## src/rtl/mem_stage_pkg.sv

```systemverilog
// Shared definitions for the memory-access stage: widths, decode constants,
// byte-enable patterns and the stage FSM encoding.
package mem_stage_pkg;

   localparam int DW = 32;
   localparam int IW = 32;
   localparam int AW = 32;

   localparam logic [IW-1:0] NOP = 32'h0000_0013;

   // Major opcodes (inst[6:2])
   localparam logic [4:0] OP_LOAD  = 5'b00000;
   localparam logic [4:0] OP_STORE = 5'b01000;

   // funct3 for loads and stores (store uses B/H/W only)
   localparam logic [2:0] F3_B  = 3'd0;
   localparam logic [2:0] F3_H  = 3'd1;
   localparam logic [2:0] F3_W  = 3'd2;
   localparam logic [2:0] F3_BU = 3'd4;
   localparam logic [2:0] F3_HU = 3'd5;

   // Byte enables
   localparam logic [3:0] BE_B0 = 4'b0001;
   localparam logic [3:0] BE_B1 = 4'b0010;
   localparam logic [3:0] BE_B2 = 4'b0100;
   localparam logic [3:0] BE_B3 = 4'b1000;
   localparam logic [3:0] BE_LO = 4'b0011;
   localparam logic [3:0] BE_HI = 4'b1100;
   localparam logic [3:0] BE_W  = 4'b1111;

   typedef enum logic {ST_IDLE, ST_ACCESS} state_t;

   // S-type immediate, sign-extended to DW
   function automatic logic [DW-1:0] imm_s(input logic [IW-1:0] i);
      return {{20{i[31]}}, i[31:25], i[11:7]};
   endfunction

endpackage

```

## src/rtl/mem_stage_if.sv

```systemverilog
// Data-memory req/ack bus. The stage is the master, the memory the slave.
interface mem_stage_if import mem_stage_pkg::*; ();
   logic          mem_req;
   logic          mem_we;
   logic [AW-1:0] mem_addr;
   logic [DW-1:0] mem_wdata;
   logic [3:0]    mem_be;
   logic [DW-1:0] mem_rdata;
   logic          mem_ack;

   modport master (output mem_req, mem_we, mem_addr, mem_wdata, mem_be,
                   input  mem_rdata, mem_ack);
   modport slave  (input  mem_req, mem_we, mem_addr, mem_wdata, mem_be,
                   output mem_rdata, mem_ack);
endinterface

```

## src/rtl/mem_align.sv

```systemverilog
// Byte-lane steering for loads/stores: store data replication and byte
// enables, load byte/half extraction with sign/zero extension, plus the
// misalignment and illegal-funct3 checks. Purely combinational.
module mem_align import mem_stage_pkg::*; (
   input  logic          is_store,
   input  logic [2:0]    funct3,
   input  logic [1:0]    addr,
   input  logic [DW-1:0] store_data,
   input  logic [DW-1:0] mem_rdata,
   output logic [DW-1:0] mem_wdata,
   output logic [3:0]    mem_be,
   output logic [DW-1:0] load_data,
   output logic          misaligned,
   output logic          illegal
);
   logic [7:0]  rd_byte;
   logic [15:0] rd_half;

   // Lane selection and per-funct3 steering; word access is the default
   always_comb begin
      rd_byte    = mem_rdata[{addr, 3'b000} +: 8];
      rd_half    = addr[1] ? mem_rdata[31:16] : mem_rdata[15:0];
      mem_wdata  = store_data;
      mem_be     = BE_W;
      load_data  = mem_rdata;
      misaligned = 1'b0;
      illegal    = 1'b0;
      case (funct3)
         F3_B: begin
            load_data = {{24{rd_byte[7]}}, rd_byte};
            if (is_store) begin
               mem_wdata = {4{store_data[7:0]}};
               mem_be    = BE_B0 << addr;
            end
         end
         F3_H: begin
            load_data  = {{16{rd_half[15]}}, rd_half};
            misaligned = addr[0];
            if (is_store) begin
               mem_wdata = {2{store_data[15:0]}};
               mem_be    = addr[1] ? BE_HI : BE_LO;
            end
         end
         F3_W:  misaligned = (addr != 2'b00);
         F3_BU: begin
            load_data = {24'd0, rd_byte};
            illegal   = is_store;
         end
         F3_HU: begin
            load_data  = {16'd0, rd_half};
            misaligned = addr[0];
            illegal    = is_store;
         end
         default: illegal = 1'b1;
      endcase
   end
endmodule

```

## src/rtl/mem_stage.sv

```systemverilog
// Memory-access stage: issues one req/ack transaction per LOAD/STORE,
// passes everything else straight to the writeback output register.
module mem_stage import mem_stage_pkg::*; (
   input  logic          clk,
   input  logic          rst,
   input  logic          in_valid,
   output logic          in_ready,
   input  logic [IW-1:0] inst,
   input  logic [DW-1:0] alu_result,
   input  logic [DW-1:0] base,
   input  logic [DW-1:0] store_data,
   mem_stage_if.master   bus,
   output logic          out_valid,
   input  logic          out_ready,
   output logic [IW-1:0] inst_o,
   output logic [DW-1:0] data_out,
   output logic          mem_err
);
   state_t        state_q, state_d;
   logic [IW-1:0] inst_q;
   logic [1:0]    ea_q;

   logic          is_load, is_store, is_mem, busy;
   logic [DW-1:0] ea;
   logic          accept, fault, mem_go, done;

   logic          al_store;
   logic [2:0]    al_f3;
   logic [1:0]    al_addr;
   logic [DW-1:0] al_wdata, al_load;
   logic [3:0]    al_be;
   logic          al_mis, al_ill;

   // rs1/rs2 register fields and the compressed-marker bits are not needed here
   logic          unused_inst;
   assign unused_inst = ^{inst[24:15], inst[1:0]};

   assign is_load  = (inst[6:2] == OP_LOAD);
   assign is_store = (inst[6:2] == OP_STORE);
   assign is_mem   = is_load | is_store;
   assign ea       = is_store ? base + imm_s(inst) : alu_result;
   assign busy     = (state_q == ST_ACCESS);

   assign in_ready = !busy && (!out_valid || out_ready);
   assign accept   = in_valid && in_ready;
   assign fault    = is_mem && (al_mis || al_ill);
   assign mem_go   = accept && is_mem && !fault;
   assign done     = busy && bus.mem_ack;

   // While idle the aligner checks the incoming access; while busy it
   // extracts load data using the latched instruction and address bits.
   assign al_store = busy ? (inst_q[6:2] == OP_STORE) : is_store;
   assign al_f3    = busy ? inst_q[14:12] : inst[14:12];
   assign al_addr  = busy ? ea_q : ea[1:0];

   mem_align u_align (
      .is_store   (al_store),
      .funct3     (al_f3),
      .addr       (al_addr),
      .store_data (store_data),
      .mem_rdata  (bus.mem_rdata),
      .mem_wdata  (al_wdata),
      .mem_be     (al_be),
      .load_data  (al_load),
      .misaligned (al_mis),
      .illegal    (al_ill)
   );

   // FSM state register
   always_ff @(posedge clk) begin
      if (rst) state_q <= ST_IDLE;
      else     state_q <= state_d;
   end

   // FSM next state: leave IDLE on a valid memory accept, return on ack
   always_comb begin
      state_d = state_q;
      case (state_q)
         ST_IDLE:   if (mem_go) state_d = ST_ACCESS;
         ST_ACCESS: if (bus.mem_ack) state_d = ST_IDLE;
         default:   state_d = ST_IDLE;
      endcase
   end

   // Memory bus registers: loaded on accept, held stable until ack
   always_ff @(posedge clk) begin
      if (rst) begin
         bus.mem_req   <= 1'b0;
         bus.mem_we    <= 1'b0;
         bus.mem_addr  <= '0;
         bus.mem_wdata <= '0;
         bus.mem_be    <= '0;
         inst_q        <= NOP;
         ea_q          <= 2'b00;
      end else if (mem_go) begin
         bus.mem_req   <= 1'b1;
         bus.mem_we    <= is_store;
         bus.mem_addr  <= {ea[AW-1:2], 2'b00};
         bus.mem_wdata <= al_wdata;
         bus.mem_be    <= al_be;
         inst_q        <= inst;
         ea_q          <= ea[1:0];
      end else if (done) begin
         bus.mem_req   <= 1'b0;
      end
   end

   // Output register: capture pass-through/faults or a completed access,
   // otherwise drop valid once consumed and hold the payload
   always_ff @(posedge clk) begin
      if (rst) begin
         out_valid <= 1'b0;
         inst_o    <= NOP;
         data_out  <= '0;
         mem_err   <= 1'b0;
      end else if (accept && !mem_go) begin
         out_valid <= 1'b1;
         inst_o    <= inst;
         data_out  <= fault ? '0 : alu_result;
         mem_err   <= fault;
      end else if (done) begin
         out_valid <= 1'b1;
         inst_o    <= inst_q;
         data_out  <= (inst_q[6:2] == OP_STORE) ? '0 : al_load;
         mem_err   <= 1'b0;
      end else if (out_ready) begin
         out_valid <= 1'b0;
      end
   end
endmodule

```

## src/flat_wrapper.sv

```systemverilog
// flat-port wrapper written by rule: the top's interface ports become plain ports
module mem_stage_flat import mem_stage_pkg::*;
  (clk, rst, in_valid, in_ready, inst, alu_result, base, store_data, out_valid, out_ready, inst_o, data_out, mem_err, bus_mem_req, bus_mem_we, bus_mem_addr, bus_mem_wdata, bus_mem_be, bus_mem_rdata, bus_mem_ack);
  mem_stage_if bus_i ();
  input  logic clk;
  input  logic rst;
  input  logic in_valid;
  output logic in_ready;
  input  logic [IW-1:0] inst;
  input  logic [DW-1:0] alu_result;
  input  logic [DW-1:0] base;
  input  logic [DW-1:0] store_data;
  output logic out_valid;
  input  logic out_ready;
  output logic [IW-1:0] inst_o;
  output logic [DW-1:0] data_out;
  output logic mem_err;
  output wire logic [$bits(bus_i.mem_req)-1:0] bus_mem_req;
  output wire logic [$bits(bus_i.mem_we)-1:0] bus_mem_we;
  output wire logic [$bits(bus_i.mem_addr)-1:0] bus_mem_addr;
  output wire logic [$bits(bus_i.mem_wdata)-1:0] bus_mem_wdata;
  output wire logic [$bits(bus_i.mem_be)-1:0] bus_mem_be;
  input wire logic [$bits(bus_i.mem_rdata)-1:0] bus_mem_rdata;
  input wire logic [$bits(bus_i.mem_ack)-1:0] bus_mem_ack;
  assign bus_mem_req = bus_i.mem_req;
  assign bus_mem_we = bus_i.mem_we;
  assign bus_mem_addr = bus_i.mem_addr;
  assign bus_mem_wdata = bus_i.mem_wdata;
  assign bus_mem_be = bus_i.mem_be;
  assign bus_i.mem_rdata = bus_mem_rdata;
  assign bus_i.mem_ack = bus_mem_ack;
  mem_stage u_core (.clk(clk), .rst(rst), .in_valid(in_valid), .in_ready(in_ready), .inst(inst), .alu_result(alu_result), .base(base), .store_data(store_data), .bus(bus_i), .out_valid(out_valid), .out_ready(out_ready), .inst_o(inst_o), .data_out(data_out), .mem_err(mem_err));
endmodule
```

## config.mk

```make
export PLATFORM = sky130hd
export DESIGN_NAME = mem_stage_flat
export DESIGN_NICKNAME = d
export VERILOG_FILES = /design/src/rtl/mem_stage_pkg.sv /design/src/rtl/mem_stage_if.sv /design/src/rtl/mem_align.sv /design/src/rtl/mem_stage.sv /design/src/flat_wrapper.sv
export SDC_FILE = /design/constraint.sdc
export NUM_CORES = 1
export LEC_CHECK = 0
export CAP_MARGIN = 20
export CORE_MARGIN = 2
export CORE_UTILIZATION = 43
export CTS_CLUSTER_SIZE = 40
export DETAILED_ROUTE_END_ITERATION = 8
export GPL_ROUTABILITY_DRIVEN = 1
export MAX_ROUTING_LAYER = met4
export PLACE_DENSITY = 0.78
export SYNTH_ARGS = -nofsm -noshare
export SYNTH_HDL_FRONTEND = slang
export SYNTH_HIERARCHICAL = 1
export SYNTH_SLANG_ARGS = --single-unit
```

## constraint.sdc

```tcl
create_clock -name clk -period 3.8 [get_ports clk]
set_clock_uncertainty 0.1 [all_clocks]
set_input_delay 0.57 -clock clk [delete_from_list [all_inputs] [get_ports clk]]
set_output_delay 0.57 -clock clk [all_outputs]
set_load 0.02 [all_outputs]
```

# Yosys cells after proc, flatten, opt, wreduce, memory -nomap -nowiden
# Cells that the tools add are included.
totals:
  inputBits: 165
  output_inout_bits: 137
  register_bits: 169
  word_cells: 75
classes:
  n_mux: 30
  n_bitwise: 2
  n_reduce_logical: 22
  n_eq_ne: 6
  n_shift: 2
  add_sub_neg: 1
op_table:
  columns: ["op", "count"]
  rows:
  - ["two-way mux 32 bit", 9]
  - ["one-hot mux 32 bit (4 select lines)", 1]
  - ["one-hot mux 32 bit (2 select lines)", 1]
  - ["adder 32 bit", 1]
  - ["indexed part select 32 x 6 -> 8 bit", 1]
  - ["two-way mux 16 bit", 1]
  - ["two-way mux 4 bit", 3]
  - ["equality test 5 x 4 -> 1 bit, second input constant", 2]
  - ["two-way mux 1 bit", 9]
  - ["one-hot mux 4 bit (2 select lines)", 1]
  - ["logical AND 1 bit", 7]
  - ["equality test 3 bit, second input constant", 2]
  - ["one-hot mux 1 bit (2 select lines)", 3]
  - ["nonzero test 2 bit", 3]
  - ["zero test 5 bit", 1]
  - ["zero test 1 bit", 4]
  - ["OR reduction 2 bit", 2]
  - ["<< shifter 1 x 2 -> 4 bit, first input constant", 1]
  - ["equality test 3 x 1 -> 1 bit, second input constant", 1]
  - ["equality test 3 x 2 -> 1 bit, second input constant", 1]
  - ["zero test 3 bit", 1]
  - ["two-way mux 3 bit", 1]
  - ["nonzero test 3 bit", 1]
  - ["OR reduction 3 bit", 1]
  - ["4 further kinds", 5]

# Logic depth before layout (Yosys ltp)
# Gate-level depths: netlist of the first run.
logic_depth:
  word_depth: 12
  mapped_depth: 20
  depth_no_buf: 14

# Cells and area by module
# The synthesis of the first run kept the hierarchy.
by_module_without_submodules:
  columns: ["mod", "cells_each", "seq_area_each_um2", "area_per_inst_um2", "instances"]
  rows:
  - ["mem_stage", 1084, 3383.2, 8378.0, 1]
  - ["mem_align", 196, 0.0, 1207.4, 1]

# Worst setup path after synthesis of the first run
# OpenSTA, ideal clock, no wires.
synth_timing:
  path_type: "input port to flip-flop"
  from: "input inst[2]"
  to: "register u_core.inst_q[17]"
  setup_slack_ps: -25
  n_path_buf: 7
  stages: 19
  t_required_ps: 3630
  arrival_ps: 3654
  setup_time_ps: 70
  path_cell_list: "nor4_4 and2_1 clkbuf_1 clkbuf_1 nand2_1 nand2_1 mux2_2 buf_2 clkbuf_1 o211ai_1 o21ai_0 nor2_1 nand2_2 or2_1 clkbuf_1 buf_2 buf_1 nand2_1 a21oi_1"
synth_between:
  elab_chain_len: 9
  elab_cells_between_ends: 14
  classes_between: "1 x eq/ne; 5 x mux; 1 x bitwise; 7 x reduce/logical"
synth_rtl:
  columns: ["item", "line_no", "rtl"]
  rows:
  - ["start, declared", "flat_wrapper.sv:9", "input logic [IW-1:0] inst;"]
  - ["equality test 5 x 4 -> 1 bit", "mem_stage.sv:39", "assign is_store = (inst[6:2] == OP_STORE);"]
  - ["two-way mux 32 bit", "mem_stage.sv:41", "assign ea = is_store ? base + imm_s(inst) : alu_result;"]
  - ["two-way mux 2 bit", "mem_stage.sv:54", "assign al_addr = busy ? ea_q : ea[1:0];"]
  - ["net u_core.al_addr[1]", "mem_stage.sv:29", "logic [1:0] al_addr;"]
  - ["nonzero test 2 bit", "mem_align.sv:44", "F3_W: misaligned = (addr != 2'b00);"]
  - ["one-hot mux 1 bit (2 select lines)", "mem_align.sv:28", "case (funct3)"]
  - ["net u_core.al_mis", "mem_stage.sv:32", "logic al_mis, al_ill;"]
  - ["logical OR 1 bit", "mem_stage.sv:46", "assign fault = is_mem && (al_mis || al_ill);"]
  - ["logical AND 1 bit", "mem_stage.sv:46", null]
  - ["zero test 1 bit", "mem_stage.sv:47", "assign mem_go = accept && is_mem && !fault;"]
  - ["logical AND 1 bit", "mem_stage.sv:47", null]
  - ["end signal, assigned", "mem_stage.sv:101", "inst_q <= inst;"]
  - ["end, declared", "mem_stage.sv:20", "logic [IW-1:0] inst_q;"]
# The timed path passes the listed nets, and every way through them passes these cells.
# A chain may end at the register's enable or synchronous reset.

# Final worst setup path of the first run
layout_timing:
  from: "input inst[7]"
  to: "register u_core.bus.mem_addr[22]"
layout_between:
  elab_chain_len: 9
layout_rtl:
  columns: ["item", "line_no", "rtl"]
  rows:
  - ["adder 32 bit", "mem_stage.sv:41", null]
  - ["two-way mux 32 bit", "mem_stage.sv:41", null]
  - ["two-way mux 2 bit", "mem_stage.sv:54", null]
  - ["net u_core.al_addr[1]", "mem_stage.sv:29", null]
  - ["nonzero test 2 bit", "mem_align.sv:44", null]
  - ["one-hot mux 1 bit (2 select lines)", "mem_align.sv:28", null]
  - ["net u_core.al_mis", "mem_stage.sv:32", null]
  - ["logical OR 1 bit", "mem_stage.sv:46", null]
  - ["logical AND 1 bit", "mem_stage.sv:46", null]
  - ["zero test 1 bit", "mem_stage.sv:47", null]
  - ["logical AND 1 bit", "mem_stage.sv:47", null]
  - ["end signal, assigned", "mem_stage.sv:98", "bus.mem_addr <= {ea[AW-1:2], 2'b00};"]
  - ["end, declared", "mem_stage_if.sv:11", "modport master (output mem_req, mem_we, mem_addr, mem_wdata, mem_be,"]
# The timed path passes the listed nets, and every way through them passes these cells.

==> results.json, run 1 <==
{
  "status": "complete, no violations",
  "yosys.cell_types.count": 69,
  "total_leakage_power_nw": 5.11,
  "max_stage_delay_ns": 0.48,
  "coreArea_um2": 21800,
  "max_slew_margin_pct": 45.2,
  "start_util_pct": 43.9,
  "timing.hold.worst_path_depth": 2,
  "min_period_over_period_pct": 93.6,
  "power.clock.fraction_pct": 34.5,
  "path_class": "in -> reg",
  "power.combinational.fraction_pct": 25.8,
  "clock_tree.root_cell": "clkbuf_16",
  "async_reset_ff_share_pct": 0,
  "fin_tns_setup_ns": 0,
  "clock_pin_slew_of_the_registers_on_the_worst_case_setup_and_hold_paths_ns": 0.07,
  "place_congestion": 0.917,
  "worst_slack_ns": 0.243,
  "hold_start": "u_core/bus.mem_req",
  "reg2regPathDepth": 13,
  "timing.fmax_mhz": 281,
  "synth.area.top_cells": "dfxtp_1 (35%), nand2_1 (12%), a21oi_1 (7.1%), nor2_1 (4.7%), ha_1 (4.0%)",
  "startpoint_type": "input port",
  "report.final.hold_viol_count": 0,
  "post-place-ws_ns": -0.150,
  "synth.avg_cell_area_um2": 7.49,
  "wire_length_of_the_first_global_routing_pass_um": 54400,
  "tritoncts_num_sinks": 169,
  "portBuffers": 299,
  "post_cts.resized_instances": 0,
  "fin_hold_ws_ns": 0.354,
  "route.final.wire_length_um": 35200,
  "peakVddDrop_mv": 0.312,
  "chipHeight_um": 153,
  "clock_network_latency_to_the_later_pin_of_the_worst_skew_pair_ns": 0.43,
  "worstSetupEndpointType": "flop",
  "grt_max_degree": 106,
  "seq_power_share_pct": 39.7,
  "die_area_um2": 23500,
  "worstPathMaxFanout": 2,
  "area_growth_pct": 42.1,
  "r2r_setup_slack_ns": 0.72,
  "grt.total_usage_pct": 29.7,
  "dp_cells": 1815,
  "unrepaired_setup_endpoints_after_global_routing": "no",
  "timing_max_transition_violations_final": 0,
  "required_ns": 4.07,
  "rr_startpoint": "u_core/inst_q[6]",
  "power_density_nw_per_um2": 350,
  "placement_rows": 54,
  "ys.warnings.count": 6,
  "internal-power_mw": 3.28,
  "pin_count": 302,
  "power.switching_fraction_pct": 31.2,
  "most_frequent_cell_on_the_critical_path": "nand2_1",
  "grt_pass1_vias": 9934,
  "timing.final.crit_period_ns": 3.56,
  "stdcell_count": 1847,
  "detailedRoute.firstIterationViolations": 924,
  "report.power.total_mw": 4.76,
  "drt_first_pass_iters": 6,
  "holdPathEnd": "u_core/bus.mem_req",
  "slowest_stage": "clkdlybuf4s50_1",
  "maximum_number_of_buffers_from_clock_root_to_sink": 2,
  "crit_chain": "clkdlybuf4s50_1 > ha_1 > fa_1 > nand2_1 > nand2_1 > mux2_2 > o211ai_1 > o21ai_0 > nor2_1 > nand2_2 > or2_4 > or3_4 > or4_1 > nand3_1",
  "final_layout_size_suffix_gt1_share_pct": 9.00,
  "synth.ff_latch_count": 169,
  "route.antenna.remaining_nets": 0,
  "critPathArrivalTime_ns": 3.83,
  "detail_route.vias_per_cell": 5.78,
  "final_setup_fails": 0,
  "dominantRegCellSynth": "dfxtp_1",
  "min-delay-path-class": "reg -> reg",
  "dp.final_hpwl_um": 26100,
  "fin_nets": 1751,
  "netlist_area_before_placement_um2": 9590,
  "drc_errors": 0,
  "fp.dieW_um": 153,
  "postCtsSetupBuffers": 0,
  "cts_inserted_buffers": 17,
  "synth-edff-count": 0,
  "yosys.cell_count.top_type": "nand2_1",
  "cts.htree.levels": 4,
  "post-synth-top-area-fraction_pct": 35.3,
  "ctsHoldBuffers": 0,
  "netlist_top_cells_count": "nand2_1 (314), dfxtp_1 (169), a21oi_1 (136)",
  "gr-total-overflow": 0,
  "count_of_mapped_cells_out_of_synthesis": 1280,
  "wl_per_cell_um": 19.1,
  "synth_seq_area_share_pct": 35.3,
  "tritoncts": "yes",
  "antenna_found_initial": 1,
  "worst-slew-pin-transition_ns": 0.814,
  "rr_endpoint": "u_core/data_out[2]",
  "via_count": 10667,
  "drv.max_cap_violation_count": 0,
  "total_switching_power_mw": 1.49,
  "synth_top_area_cell": "dfxtp_1"
}
==> critical path: cells and delay by family <==
kind                       cells  cell delay [ns]
AOI/OAI and AO/OA              2             0.27
adders and majority gates      2             0.70
buffers and inverters          1             0.48
muxes                          1             0.28
and+or+nand+nor                8             1.52
==> worst max path at each step <==
stage          slack, ns  cells after the start    start                 endpoint
2_1_floorplan       0.03                     16  inst[2]  u_core/bus.mem_addr[22]
3_3_place_gp       -0.10                     14  inst[7]  u_core/bus.mem_addr[22]
3_5_place_dp       -0.15                     14  inst[7]  u_core/bus.mem_addr[22]
4_1_cts             0.28                     14  inst[7]  u_core/bus.mem_addr[22]
5_1_grt             0.08                     16  inst[7]  u_core/bus.mem_addr[27]
6_report            0.24                     14  inst[7]  u_core/bus.mem_addr[22]
==> stage by stage <==
step           util (%)  instance area [um^2]
2_1_floorplan         -                  9600
3_5_place_dp       59.9                 13100
3_3_place_gp       59.9                 13100
5_1_grt            62.4                 13600
4_1_cts            62.4                 13600
6_report           62.4                 13600
==> power by group through the flow <==
stage	Clock (mW)	Sequential [mW]	Combinational [mW]
finish	1.65	1.89	1.23
global route	1.74	1.90	1.31
CTS	1.67	1.89	1.21
detailed placement	0	1.93	1.20
global placement	0	1.93	1.19
floorplan	0	2.01	0.558
==> registers in the layout (all words and copies together) (netlist names) <==
| signal | count |
|---|---|
| u_core/mem_err | 1 |
| u_core/bus.mem_we | 1 |
| u_core/bus.mem_wdata | 32 |
| u_core/busy | 1 |
| u_core/inst_q | 32 |
| u_core/inst_o | 32 |
| u_core/ea_q | 2 |
| u_core/out_valid | 1 |
| u_core/bus.mem_addr | 30 |
| u_core/data_out | 32 |
| u_core/bus.mem_req | 1 |
| u_core/bus.mem_be | 4 |
==> final cells by class <==
type / count / area, um^2
fillers: 1952 / 8200
multi-input cells: 992 / 5710
repair buffers: 363 / 3590
flip-flops and latches: 169 / 3380
clock buffers: 18 / 439
well taps: 280 / 350
clock inverters: 13 / 109
inverters: 11 / 41.3
diodes: 1 / 2.50
==> layer usage <==
layer / up-vias / GRT usage, % / wire, um
li1: 5095 / - / -
met1: 4992 / 38.4 / 14800
met2: 513 / 47.5 / 16600
met3: 67 / 5.16 / 2860
met4: 0 / 9.30 / 957
met5: - / - / 0
==> cell families after synthesis <==
| logic type | synth area share, % |
|---|---|
| AND/OR/NAND/NOR | 25.6 |
| AO/OA/AOI/OAI | 24.2 |
| flip-flops | 35.3 |
| buffers and inverters | 5.43 |
| adder cells (fa/ha/maj) | 4.26 |
| multiplexers | 3.51 |
| XOR/XNOR | 1.74 |
| other | 0.0391 |
==> cells in the final DEF, fill, tap and decap left out, types with 4 or more instances in the layout <==
cell / netlist / routed
a211oi_1: 9 / 9
a21o_1: 16 / 16
a21oi_1: 136 / 136
a221o_1: 8 / 8
a221oi_1: 39 / 39
a311oi_1: 39 / 39
a31oi_1: 5 / 5
and3_1: 8 / 8
buf_12: 0 / 9
buf_4: 14 / 55
clkbuf_16: 0 / 17
clkdlybuf4s50_1: 0 / 298
dfxtp_1: 169 / 169
ha_1: 31 / 31
inv_1: 11 / 11
mux2_2: 21 / 21
mux2i_1: 10 / 10
nand2_1: 314 / 314
nand2b_1: 8 / 8
nand3_1: 15 / 14
nand3b_1: 4 / 4
nand4_1: 12 / 12
nor2_1: 120 / 116
nor2_2: 2 / 5
nor2b_1: 9 / 9
nor3_1: 47 / 47
o211ai_1: 6 / 6
o21a_1: 6 / 6
o21ai_0: 30 / 30
o21bai_1: 5 / 5
o22a_1: 4 / 4
or3_1: 8 / 8
xnor2_1: 14 / 14
xor2_1: 5 / 5
Note: power is estimated with default switching activity, not from simulation.
==> run 2: changes to the inputs <==
==> constraint.sdc (replaced) <==
create_clock -name clk -period 3.8 [get_ports clk]
set_clock_uncertainty 0.1 [all_clocks]
set_input_delay 0.38 -clock clk [delete_from_list [all_inputs] [get_ports clk]]
set_output_delay 0.38 -clock clk [all_outputs]
set_load 0.02 [all_outputs]
==> run 2 against run 1 <==
Critical path depth stayed put. Combinational power shrank 3%. Sequential power hardly changed. Die area unchanged. Clock power grew 5%. Count of clock-buffer cells in the layout stayed put. Total power up 1.2%. Fmax is 6.5% higher. Via count down 1.4%. Sequential share of layout area rose by 0.35 points. Register-to-register slack worse by 0.04 ns. Worst setup slack improved by 0.22 ns.
==> results.json, run 2 (same netlist as run 1, synthesis figures left out) <==
{
  "via_count": 10514,
  "route.antenna.remaining_nets": 0,
  "seq_power_share_pct": 39.2,
  "power.combinational.fraction_pct": 24.8,
  "max_stage_delay_ns": 0.49,
  "cts.htree.levels": 4,
  "postPlaceCellArea_um2": 12800,
  "clock_network_latency_to_the_later_pin_of_the_worst_skew_pair_ns": 0.43,
  "unrepaired_setup_endpoints_after_global_routing": "no",
  "min_period_over_period_pct": 87.8,
  "timing.final.crit_period_ns": 3.34,
  "drt_first_pass_iters": 5,
  "grt_pass1_vias": 9883,
  "tritoncts_num_sinks": 169,
  "peakVddDrop_mv": 0.360,
  "grt.total_usage_pct": 29.4,
  "min-delay-path-class": "in -> reg",
  "fin_tns_setup_ns": 0,
  "place_congestion": 0.934,
  "area_growth_pct": 40.2,
  "power.clock.fraction_pct": 36.1,
  "ctsHoldBuffers": 0,
  "chipHeight_um": 153,
  "power.switching_fraction_pct": 31.9,
  "placement_rows": 54,
  "power_density_nw_per_um2": 359,
  "cts_inserted_buffers": 17,
  "start_util_pct": 43.9,
  "die_area_um2": 23500,
  "detail_route.vias_per_cell": 5.75,
  "coreArea_um2": 21800,
  "worstSetupEndpointType": "flop",
  "route.final.wire_length_um": 34600,
  "worst_slack_ns": 0.462,
  "final_setup_fails": 0,
  "wl_per_cell_um": 18.9,
  "stdcell_count": 1829,
  "grt_max_degree": 82,
  "post-place-ws_ns": 0.0401,
  "max_slew_margin_pct": 34.4,
  "slowest_stage": "clkdlybuf4s50_1",
  "path_class": "in -> reg",
  "portBuffers": 299,
  "drc_errors": 0,
  "gr-total-overflow": 0,
  "timing.hold.worst_path_depth": 2,
  "dp.final_hpwl_um": 25500,
  "internal-power_mw": 3.29,
  "fin_nets": 1731,
  "final_layout_size_suffix_gt1_share_pct": 7.89,
  "report.final.hold_viol_count": 0,
  "maximum_number_of_buffers_from_clock_root_to_sink": 2,
  "wire_length_of_the_first_global_routing_pass_um": 53900,
  "startpoint_type": "input port",
  "drv.max_cap_violation_count": 0,
  "reg2regPathDepth": 13,
  "crit_chain": "clkdlybuf4s50_1 > ha_1 > fa_1 > nand2_1 > nand2_1 > mux2_2 > o211ai_1 > o21ai_0 > nor2_1 > nand2_2 > or2_4 > or3_4 > or4_1 > nand3_1",
  "most_frequent_cell_on_the_critical_path": "nand2_1",
  "timing_max_transition_violations_final": 0,
  "dp_cells": 1795,
  "timing.fmax_mhz": 300,
  "pin_count": 302,
  "mostFrequentLayoutCells": "nand2_1 (314), clkdlybuf4s50_1 (298), dfxtp_1 (169), a21oi_1 (136), nor2_1 (116)",
  "total_switching_power_mw": 1.54,
  "post_cts.resized_instances": 0,
  "status": "complete, no violations",
  "worst-slew-pin-transition_ns": 0.975,
  "total_leakage_power_nw": 5.00,
  "postCtsSetupBuffers": 0,
  "antenna_found_initial": 2,
  "fp.dieW_um": 153,
  "critPathArrivalTime_ns": 3.60,
  "clock_pin_slew_of_the_registers_on_the_worst_case_setup_and_hold_paths_ns": 0.07,
  "area_of_all_placed_cells_without_fillers_um2": 13400,
  "detailedRoute.firstIterationViolations": 820,
  "worstPathMaxFanout": 3,
  "required_ns": 4.06,
  "clock_tree.root_cell": "clkbuf_16",
  "tritoncts": "yes",
  "most_common_cell_after_layout_fill_and_taps_aside": "nand2_1"
}
[run 2: changes by cell type in the layout (fill, tap and decap cells not counted), sizes merged]
cell,previous run,this run
inv,17,21
clkinv,6,3
diode,1,2
buf,65,45
[run 2: worst max-delay path, delay by kind of cell]
| kind | cells | cell delay [ns] |
|---|---|---|
| AND/OR/NAND/NOR | 8 | 1.50 |
| multiplexers | 1 | 0.27 |
| buffers and inverters | 1 | 0.49 |
| AO/OA/AOI/OAI | 2 | 0.27 |
| adder cells (fa/ha/maj) | 2 | 0.70 |
[run 2: worst paths after layout]
path	from	to	slack, ns
worst max-delay path	inst[7]	u_core/bus.mem_addr[22]	0.46
worst min-delay path	rst	u_core/bus.mem_addr[5]	0.31
worst max register to register	u_core/inst_q[6]	u_core/data_out[22]	0.68
worst min register to register	u_core/ea_q[1]	u_core/ea_q[1]	0.36
[run 2: power by group through the flow]
stage	Sequential [mW]	Clock [mW]	Combinational (mW)
floorplan	2.01	0	0.558
global placement	1.93	0	1.16
detailed placement	1.93	0	1.17
CTS	1.89	1.76	1.18
global route	1.90	1.82	1.28
finish	1.89	1.74	1.19
[run 2: layout make-up]
cell class	instances	area, um^2
clock inverter	14	143
tap	280	350
sequential	169	3380
antenna	2	5.00
multi-input combinational	992	5710
clock buffer	18	439
inverter	11	41.3
timing repair buffer	343	3360
fill	1967	8390
[run 2: metal layers]
metal / vias up / part of all wire, % / GRT usage (%)
li1: 5050 / - / -
met3: 67 / 7.7 / 5.36
met1: 4901 / 43 / 38.9
met4: 0 / 3.4 / 11.4
met2: 496 / 46 / 44.6
met5: - / 0 / -
[run 2: metrics by stage]
step / hold slack (ns) / total power [mW] / util, %
final: 0.312 / 4.82 / 61.6
after global routing: 0.332 / 5.01 / 61.6
after CTS: 0.290 / 4.83 / 61.5
after detailed placement: 0.338 / 3.10 / 58.9
after global placement: 0.332 / 3.09 / 58.9
after floorplan: 0.333 / 2.57 / -
==> run 3: changes to the inputs <==
CORE_UTILIZATION = 47   (was 43)
PLACE_DENSITY = 0.81   (was 0.78)
clock period = 3.3 ns   (was 3.8 ns; I/O delays follow)
==> run 3 against run 2 <==
Total power rose by 17%. Global-route usage rose by 2.3 points. First-iteration DRC count rose by 14%. Hold slack got worse by 0.053 ns. Combinational power rose by 20%. Core utilization rose by 7.1 points. Die area fell by 8.3%. Design area rose by 2.7%. Critical path depth did not move. Critical path type unchanged.
==> results.json, run 3 (same netlist as run 1, synthesis figures left out) <==
{
  "status": "complete, no violations",
  "pin_count": 302,
  "antenna_found_initial": 3,
  "tritoncts_num_sinks": 169,
  "grt.total_usage_pct": 31.7,
  "chipHeight_um": 147,
  "place_congestion": 0.971,
  "coreArea_um2": 20100,
  "report.final.hold_viol_count": 0,
  "timing.final.crit_period_ns": 3.20,
  "wire_length_of_the_first_global_routing_pass_um": 53300,
  "total_leakage_power_nw": 5.20,
  "tritoncts": "yes",
  "power.combinational.fraction_pct": 25.3,
  "route.antenna.remaining_nets": 0,
  "timing.fmax_mhz": 312,
  "startpoint_type": "input port",
  "required_ns": 3.56,
  "drt_first_pass_iters": 6,
  "placement_rows": 52,
  "fin_nets": 1758,
  "met2_length_um": 16000,
  "final_layout_size_suffix_gt1_share_pct": 9.72,
  "via_count": 10816,
  "min_period_over_period_pct": 97.0,
  "grt_max_degree": 94,
  "maximum_number_of_buffers_from_clock_root_to_sink": 2,
  "fp.dieW_um": 147,
  "worst-slew-pin-transition_ns": 0.745,
  "grt_pass1_vias": 9993,
  "mostFrequentLayoutCells": "nand2_1 (313), clkdlybuf4s50_1 (297), dfxtp_1 (169), a21oi_1 (136), nor2_1 (115)",
  "max_slew_margin_pct": 50.3,
  "dp.final_hpwl_um": 25200,
  "worstSetupEndpointType": "flop",
  "gr-total-overflow": 0,
  "area_growth_pct": 43.9,
  "most_common_cell_after_layout_fill_and_taps_aside": "nand2_1",
  "seq_power_share_pct": 38.6,
  "min-delay-path-class": "in -> reg",
  "detail_route.vias_per_cell": 5.86,
  "rr_endpoint": "u_core/bus.mem_addr[22]",
  "area_of_all_placed_cells_without_fillers_um2": 13800,
  "total_switching_power_mw": 1.81,
  "internal-power_mw": 3.81,
  "clock_tree.root_cell": "clkbuf_16",
  "reg2regPathDepth": 14,
  "cts_inserted_buffers": 17,
  "layout.filler_cells": 1628,
  "start_util_pct": 47.7,
  "r2r_setup_slack_ns": 0.46,
  "wl_met1_um": 13900,
  "crit_start": "inst[2]",
  "wl_per_cell_um": 18.7,
  "met3_layer_wire_length_in_the_routed_design_um": 3270,
  "path_class": "in -> reg",
  "rr_startpoint": "u_core/busy",
  "timing_max_transition_violations_final": 0,
  "setup.worst_path.end": "u_core/data_out[11]",
  "clock_network_latency_to_the_later_pin_of_the_worst_skew_pair_ns": 0.44,
  "ctsHoldBuffers": 0,
  "worstPathMaxFanout": 8,
  "detailedRoute.firstIterationViolations": 933,
  "drc_errors": 0,
  "power.clock.fraction_pct": 36.0,
  "clock_pin_slew_of_the_registers_on_the_worst_case_setup_and_hold_paths_ns": 0.08,
  "portBuffers": 299,
  "route.final.wire_length_um": 34500,
  "postPlaceCellArea_um2": 13100,
  "cts.htree.levels": 4,
  "final_core_util_pct": 68.6,
  "critPathArrivalTime_ns": 3.46,
  "power_density_nw_per_um2": 408,
  "final_setup_fails": 0,
  "drv.max_cap_violation_count": 0,
  "die_area_um2": 21600,
  "power.switching_fraction_pct": 32.2,
  "top_layer_used": "met4",
  "peakVddDrop_mv": 0.386
}
[run 3: changes by cell type in the layout (fill, tap and decap cells not counted), moves of 2 or more]
cell / delta
clkinv_8: +3
mux2_4: +2
inv_8: -2
mux2_2: -2
inv_6: -3
buf_4: +19
clkinv_4: +3
buf_12: +9
[run 3: repair_timing]
item / CTS / global route
setup endpoints to repair: 0 / 82
gates resized for setup: 0 / 7
endpoints found under the hold margin: 0 / 0
setup buffers: 0 / 2
[run 3: how the worst min path moves through the flow]
stage	startpoint	end	slack (ns)	depth (start not counted)
6_report	inst[7]	u_core/inst_q[7]	0.26	4
5_1_grt	inst[7]	u_core/inst_q[7]	0.26	4
4_1_cts	rst	u_core/bus.mem_addr[16]	0.28	2
3_5_place_dp	u_core/bus.mem_wdata[26]	u_core/bus.mem_wdata[26]	0.35	2
3_3_place_gp	u_core/inst_o[4]	u_core/inst_o[4]	0.33	2
2_1_floorplan	u_core/ea_q[0]	u_core/ea_q[0]	0.33	2
[run 3: critical path, stage by stage]
cell	delay, ns
clkdlybuf4s50_1	0.47
nor4_4	0.44
nand2_2	0.13
nand2_1	0.09
nand2_1	0.07
mux2_4	0.31
buf_12	0.14
nor2b_1	0.13
or3_4	0.38
a2111oi_4	0.35
buf_4	0.23
a221o_1	0.16
a221oi_2	0.07
nor3_1	0.17
[run 3: cell type report]
cell class                      count  area (um^2)  share of cell area [%]
Tap cell                          270          338                    2.45
Sequential cell                   169         3380                    24.5
Clock buffer                       17          425                    3.08
Multi-Input combinational cell    992         5750                    41.7
Inverter                           11         41.3                   0.299
Timing Repair Buffer              370         3680                    26.6
Antenna cell                        3         7.51                  0.0544
Clock inverter                     15          178                    1.29
[run 3: power groups by stage]
| stage | Sequential (mW) | Combinational (mW) | Clock, mW |
|---|---|---|---|
| final | 2.17 | 1.43 | 2.03 |
| after global routing | 2.18 | 1.53 | 2.14 |
| after CTS | 2.17 | 1.40 | 2.05 |
| after detailed placement | 2.22 | 1.39 | 0 |
| after global placement | 2.22 | 1.38 | 0 |
| after floorplan | 2.31 | 0.646 | 0 |
[run 3: metrics by stage]
stage,TNS (ns),power (mW),cells,setup WS (ns),hold slack (ns)
after floorplan,-0.178,2.96,1281,-0.138,0.333
after global placement,-29.50,3.60,1810,-0.383,0.335
after detailed placement,-37.02,3.61,1810,-0.411,0.346
after CTS,0,5.62,1842,0.0138,0.281
after global routing,-0.0275,5.85,1847,-0.0165,0.256
final,0,5.63,1847,0.0995,0.260
[run 3: routing by layer]
layer / track usage (%) / vias to the layer above
met5: - / -
met4: 13.8 / 0
met3: 7.55 / 89
met2: 48.1 / 561
met1: 40.4 / 5053
li1: - / 5113
